--- config.mk ---
export PLATFORM = sky130hd
export DESIGN_NAME = rpn_sequencer
export DESIGN_NICKNAME = d
export VERILOG_FILES = /design/src/rtl/rpn_sequencer.sv
export SDC_FILE = /design/constraint.sdc
export NUM_CORES = 1
export LEC_CHECK = 0
export BUFFER_PORTS_ARGS = -buffer_cell sky130_fd_sc_hd__buf_4
export CELL_PAD_IN_SITES_DETAIL_PLACEMENT = 1
export CELL_PAD_IN_SITES_GLOBAL_PLACEMENT = 1
export CORE_UTILIZATION = 50
export DETAILED_ROUTE_END_ITERATION = 6
export GPL_TIMING_DRIVEN = 0
export PLACE_DENSITY = 0.78
export RECOVER_POWER = 25
export SYNTH_ARGS = -nofsm -noshare
export SYNTH_HDL_FRONTEND = slang
export SYNTH_SLANG_ARGS = --single-unit
--- constraint.sdc ---
create_clock -name clk -period 4 [get_ports clk]
set_input_delay 0.4 -clock clk [delete_from_list [all_inputs] [get_ports clk]]
set_output_delay 0.4 -clock clk [all_outputs]
set_load 0.05 [all_outputs]
--- src/rtl/rpn_sequencer.sv ---
// rpn_sequencer -- program sequencer for the 8-bit queue calculator.
//
// Holds a DEPTH x 11-bit program memory ({op[2:0], imm[7:0]}) loaded by the
// host while idle or done. On start it streams the program into the
// calculator's apply/op/in port, one word per cycle (RUN) or one word per
// step pulse (PAUSE). Execution ends on a HALT word (op 7), after the last
// memory word (via FINAL), or when the calculator's valid drops (ERROR).
//
// Ports:
//   clk, rst              clock (rising edge), async active-high reset
//   start, step_mode      begin execution from pc 0; step_mode picks PAUSE
//   step                  issue one instruction while in PAUSE
//   prog_we/addr/data     program write port (IDLE/DONE only)
//   calc_valid/empty/tail calculator status inputs
//   calc_apply/op/in      calculator command outputs
//   busy, done, error     RUN|PAUSE, DONE, ERROR state flags
//   pc                    address of the next instruction
//   result                calc_tail captured on completion
//   issued                applied-instruction count, saturating at 255
module rpn_sequencer #(
  parameter int DEPTH = 16,
  parameter int AW    = 4
) (
  input  logic          clk,
  input  logic          rst,
  input  logic          start,
  input  logic          step_mode,
  input  logic          step,
  input  logic          prog_we,
  input  logic [AW-1:0] prog_addr,
  input  logic [10:0]   prog_data,
  input  logic          calc_valid,
  input  logic          calc_empty,
  input  logic [7:0]    calc_tail,
  output logic          calc_apply,
  output logic [2:0]    calc_op,
  output logic [7:0]    calc_in,
  output logic          busy,
  output logic          done,
  output logic          error,
  output logic [AW-1:0] pc,
  output logic [7:0]    result,
  output logic [7:0]    issued
);

  typedef enum logic [2:0] {
    S_IDLE,
    S_RUN,
    S_PAUSE,
    S_FINAL,
    S_DONE,
    S_ERROR
  } state_t;

  localparam logic [2:0] OP_HALT = 3'd7;

  state_t        state_q, state_d;
  logic [AW-1:0] pc_q, pc_d;
  logic [7:0]    issued_q, issued_d;
  logic [7:0]    result_q, result_d;

  logic [10:0]   mem [DEPTH];

  logic [10:0]   word;
  logic [2:0]    op;
  logic          is_halt;
  logic          can_cfg;
  logic          addr_ok;
  logic          issue_cycle;
  logic          last_addr;

  // calc_empty is part of the calculator status bundle but the sequencer
  // does not need it; kept on the port list for drop-in wiring.
  logic          unused_calc_empty;
  assign unused_calc_empty = calc_empty;

  assign word    = mem[pc_q];
  assign op      = word[10:8];
  assign is_halt = (op == OP_HALT);

  assign can_cfg     = (state_q == S_IDLE) || (state_q == S_DONE);
  assign addr_ok     = ({1'b0, prog_addr} < (AW+1)'(DEPTH));
  assign issue_cycle = (state_q == S_RUN) || ((state_q == S_PAUSE) && step);
  assign last_addr   = (pc_q == AW'(DEPTH - 1));

  // Program memory: synchronous write, asynchronous read, never reset.
  // A write coinciding with start in DONE lands before the first fetch.
  always_ff @(posedge clk) begin
    if (prog_we && can_cfg && addr_ok) begin
      mem[prog_addr] <= prog_data;
    end
  end

  // calc_valid is a register output inside the calculator, so feeding it
  // straight into calc_apply creates no combinational loop.
  assign calc_apply = issue_cycle && !is_halt && calc_valid;
  assign calc_op    = op;
  assign calc_in    = word[7:0];

  assign busy   = (state_q == S_RUN) || (state_q == S_PAUSE);
  assign done   = (state_q == S_DONE);
  assign error  = (state_q == S_ERROR);
  assign pc     = pc_q;
  assign result = result_q;
  assign issued = issued_q;

  always_ff @(posedge clk or posedge rst) begin
    if (rst) begin
      state_q  <= S_IDLE;
      pc_q     <= '0;
      issued_q <= '0;
      result_q <= '0;
    end else begin
      state_q  <= state_d;
      pc_q     <= pc_d;
      issued_q <= issued_d;
      result_q <= result_d;
    end
  end

  always_comb begin
    state_d  = state_q;
    pc_d     = pc_q;
    issued_d = issued_q;
    result_d = result_q;

    case (state_q)
      S_IDLE, S_DONE: begin
        if (start) begin
          state_d  = step_mode ? S_PAUSE : S_RUN;
          pc_d     = '0;
          issued_d = '0;
        end
      end

      S_RUN, S_PAUSE: begin
        // issue_cycle is always true in RUN; in PAUSE it gates on step.
        if (issue_cycle) begin
          if (!calc_valid) begin
            // Fault from the previous apply: suppress this instruction.
            state_d = S_ERROR;
          end else if (is_halt) begin
            state_d  = S_DONE;
            result_d = calc_tail;
          end else begin
            issued_d = (issued_q == 8'hFF) ? issued_q : issued_q + 8'd1;
            if (last_addr) begin
              // Last word applied: pc stays put, FINAL collects the result.
              state_d = S_FINAL;
            end else begin
              pc_d = pc_q + AW'(1);
            end
          end
        end
      end

      S_FINAL: begin
        result_d = calc_tail;
        state_d  = calc_valid ? S_DONE : S_ERROR;
      end

      S_ERROR: begin
        state_d = S_ERROR;
      end

      default: begin
        state_d = S_IDLE;
      end
    endcase
  end

endmodule

==> key figures <==
Run status
  – Status: finished, final reports clean

STA
  – Relative slew slack: 10.8%
  – Period utilisation layout: 94.4%
  – Fmax: 0.265 GHz
  – Final Skew: 0.00442 ns
  – Unrepaired setup endpoints after global routing: false
  – Hold Slack: 0.177 ns
  – Worst Max-Slew Pin Slew: 1.33 ns
  – Final Hold Fails: 0
  – Setup_tns: 0 ns
  – Max-slew violations: 0
  – Final critical-path required period: 3.78 ns
  – Final setup viols: 0

Die
  – Core area: 0.0154 sq mm
  – Core Rows: 45
  – Die height: 129 um
  – I/O Pins: 66
  – Die W: 129 um
  – Initial core utilization: 51.9%
  – Die ar.: 0.0165 sq mm

Worst setup path
  – FF-to-FF Start: pc[2]$_DFFE_PP0P_
  – Crit path max fanout: 10
  – Reg2reg path depth: 9
  – Critical path class: reg -> out
  – Critical path arrival: 3.38 ns
  – Critical Path End Type: output pin
  – CP Launch Type: register
  – Required @ worst endpoint: 3.60 ns
  – Critical R2R Capture: result[0]$_DFFE_PP0P_
  – Crit-path cells: buf_4 -> buf_2 -> buf_1 -> mux4_2 -> mux4_2 -> buf_4
  – R2r setup slk: 0.50 ns
  – CP max stage cell: buf_1
  – Delay of the slowest critical-path stage: 0.67 ns

Synth
  – Post-synth top area cell: edfxtp_1
  – Top_reg_cell synth: edfxtp_1
  – Synth Area per Inst: 19.0 sq um
  – Post-synth EDFFs: 176
  – Yosys reg bits: 199
  – Post-synthesis cell area: 0.00801 sq mm
  – Commonest cells post-synth: 176 x edfxtp_1, 49 x mux4_2, 26 x nor2_1
  – Synth top area share: 65.9%
  – Top-count cell post-synth: edfxtp_1
  – Syn nets: 454
  – Syn. warnings: 0
  – Post-synthesis sequential area ratio: 73.1%
  – Largest cells by area after synthesis: edfxtp_1 66%, mux4_2 14%, dfrtp_1 7.2%, mux2_2 1.8%, nor2_1 1.2%
  – Synth cell types: 47
  – Post-Synthesis Cells: 421
  – Async SR Flop Fraction: 11.6%

Final layout
  – Fin area: 0.00949 sq mm
  – # diodes: 0
  – Fin cells: 736
  – Layout cells sized above 1: 33.5%
  – Layout net count: 545
  – Synthesis-to-finish area growth: 18.5%

Routing
  – Vias/cell: 6.02
  – WL per Instance: 25.9 um
  – Routed WL: 19100 um
  – Antenna Violating Nets Remaining: 0
  – Iter 0 DRT Violations: 301
  – Pre-Repair DR Iteration Count: 5
  – # DRC: 0
  – Vias: 4433

Power and ir drop
  – Sw Pwr: 2050 uW
  – Clock Power Share: 29.9%
  – Max IR drop VDD: 0.437 mV
  – Combinational power share: 30.5%
  – Lkg Pwr: 0.00324 uW
  – Sw frac: 33.3%
  – Internal: 4110 uW
  – PD cells: 649 mW/mm^2
  – Sequential Power Share: 39.6%
  – Total power: 6160 uW

Global routing
  – Met3 Use GR: 5.20%
  – GR Util met2: 42.6%
  – Global-route wire length before repair: 28500 um
  – Largest net degree at the start of global routing: 24
  – Met1 Use GR: 31.4%
  – Busiest metal layer after global routing: met2
  – Initial antenna violation count: 0
  – GRT Overall Usage: 25.0%
  – Vias in the first global route: 4691
  – Total grt overflow: 0

Placement
  – DP Wirelength: 12300 um
  – Placed insts: 702
  – Gp weighted congestion: 0.803
  – Port Buffers: 64
  – Post-DP Area: 0.00885 sq mm

Clock network
  – CTS tree: built
  – Clock transition at the registers of the reported paths: 0.07 ns
  – H-tree depth: 4
  – Count of clock tree sinks: 199
  – Root buffer cell: clkbuf_16
  – Num CTS Buffers: 17
  – Setup repair bufs after CTS: 0
  – CTS Buffer Depth: 2
  – Clock latency at the later pin of the worst-skew pair: 0.44 ns

Run
  – MaxCap Viol Count: 0

Min path
  – Worst Hold Class: in -> async
[final cells by class]
cell class	count	area [sq um]
multi-input combinational	195	2070
clock inverter	15	215
buffer	19	91.3
inverter	8	30.0
timing repair buffer	72	533
tap	211	264
fill	1396	5930
sequential	199	5860
clock buffer	17	425
[metrics by stage]
stage	util [%]	worst slack, ns
detailed placement	57.3	0.180
floorplan	-	0.703
global route	61.5	0.110
finish	61.5	0.222
CTS	61.6	0.0568
global placement	56.8	0.239
[metal layers]
| metal | up-vias | part of all wire, % | routed length, um |
|---|---|---|---|
| li1 | 1900 | - | - |
| met1 | 2328 | 40 | 7680 |
| met2 | 177 | 52 | 9990 |
| met3 | 28 | 5.2 | 990 |
| met4 | 0 | 2.1 | 403 |
| met5 | - | 0 | 0 |
[timing repair]
item	in CTS	in global routing
pin swaps	0	0
resized for setup	5	1
hold buffers	0	0
endpoints found under the setup margin	8	3
[flip-flops by register name, indices dropped and copies added (netlist names)]
signal,flops
issued,8
state_q,3
result,8
mem,176
pc,4
[cells in the final DEF (no fill, tap or decap), types with 5 or more instances in the layout]
master     Yosys  final
a21oi_1        5      5
buf_4          1     55
buf_6          0      8
clkbuf_1      10     18
clkbuf_16      0     17
dfrtp_1       23     23
edfxtp_1     176    176
inv_1          6      6
mux2_2        13     13
mux2i_1        7      7
mux4_2        49     49
nand2_1       19     19
nand2b_1       7      7
nand3_1       10     10
nor2_1        26     22
o21ai_0        7      7
[how the worst max path moves through the flow]
stage                            startpoint          to  slack, ns  cells after the start
final                     pc[1]$_DFFE_PP0P_  calc_in[2]       0.22                      6
after global routing      pc[1]$_DFFE_PP0P_  calc_in[6]       0.11                      6
after CTS                 pc[0]$_DFFE_PP0P_  calc_in[0]       0.06                      5
after global placement    pc[0]$_DFFE_PP0P_  calc_in[0]       0.24                      5
after detailed placement  pc[0]$_DFFE_PP0P_  calc_in[0]       0.18                      5
after floorplan           pc[0]$_DFFE_PP0P_  calc_in[0]       0.70                      4
[worst max-delay path: cells and delay by family, from the launching register on]
family	cells	cell delay, ns
buffers and inverters	4	1.51
multiplexers	2	0.92
flip-flops	1	0.50
[power by group through the flow]
stage	logic [uW]	clock network, uW	registers [uW]
floorplan	1110	0	2690
global placement	1820	0	2480
detailed placement	1880	0	2480
CTS	1900	1860	2440
global route	1990	1920	2450
finish	1880	1840	2440
[logic make-up (layout without fill, tap and decap cells)]
kind of cell,count (synthesis),count (layout),synth area share (%)
flip-flops,199,199,73.1
AND/OR/NAND/NOR,85,85,5.07
multiplexers,70,70,16.8
AO/OA/AOI/OAI,37,37,3.20
buffers and inverters,27,131,1.37
adder cells (fa/ha/maj),2,2,0.312
XOR/XNOR,1,1,0.109
(Power assumes the default switching activity.)
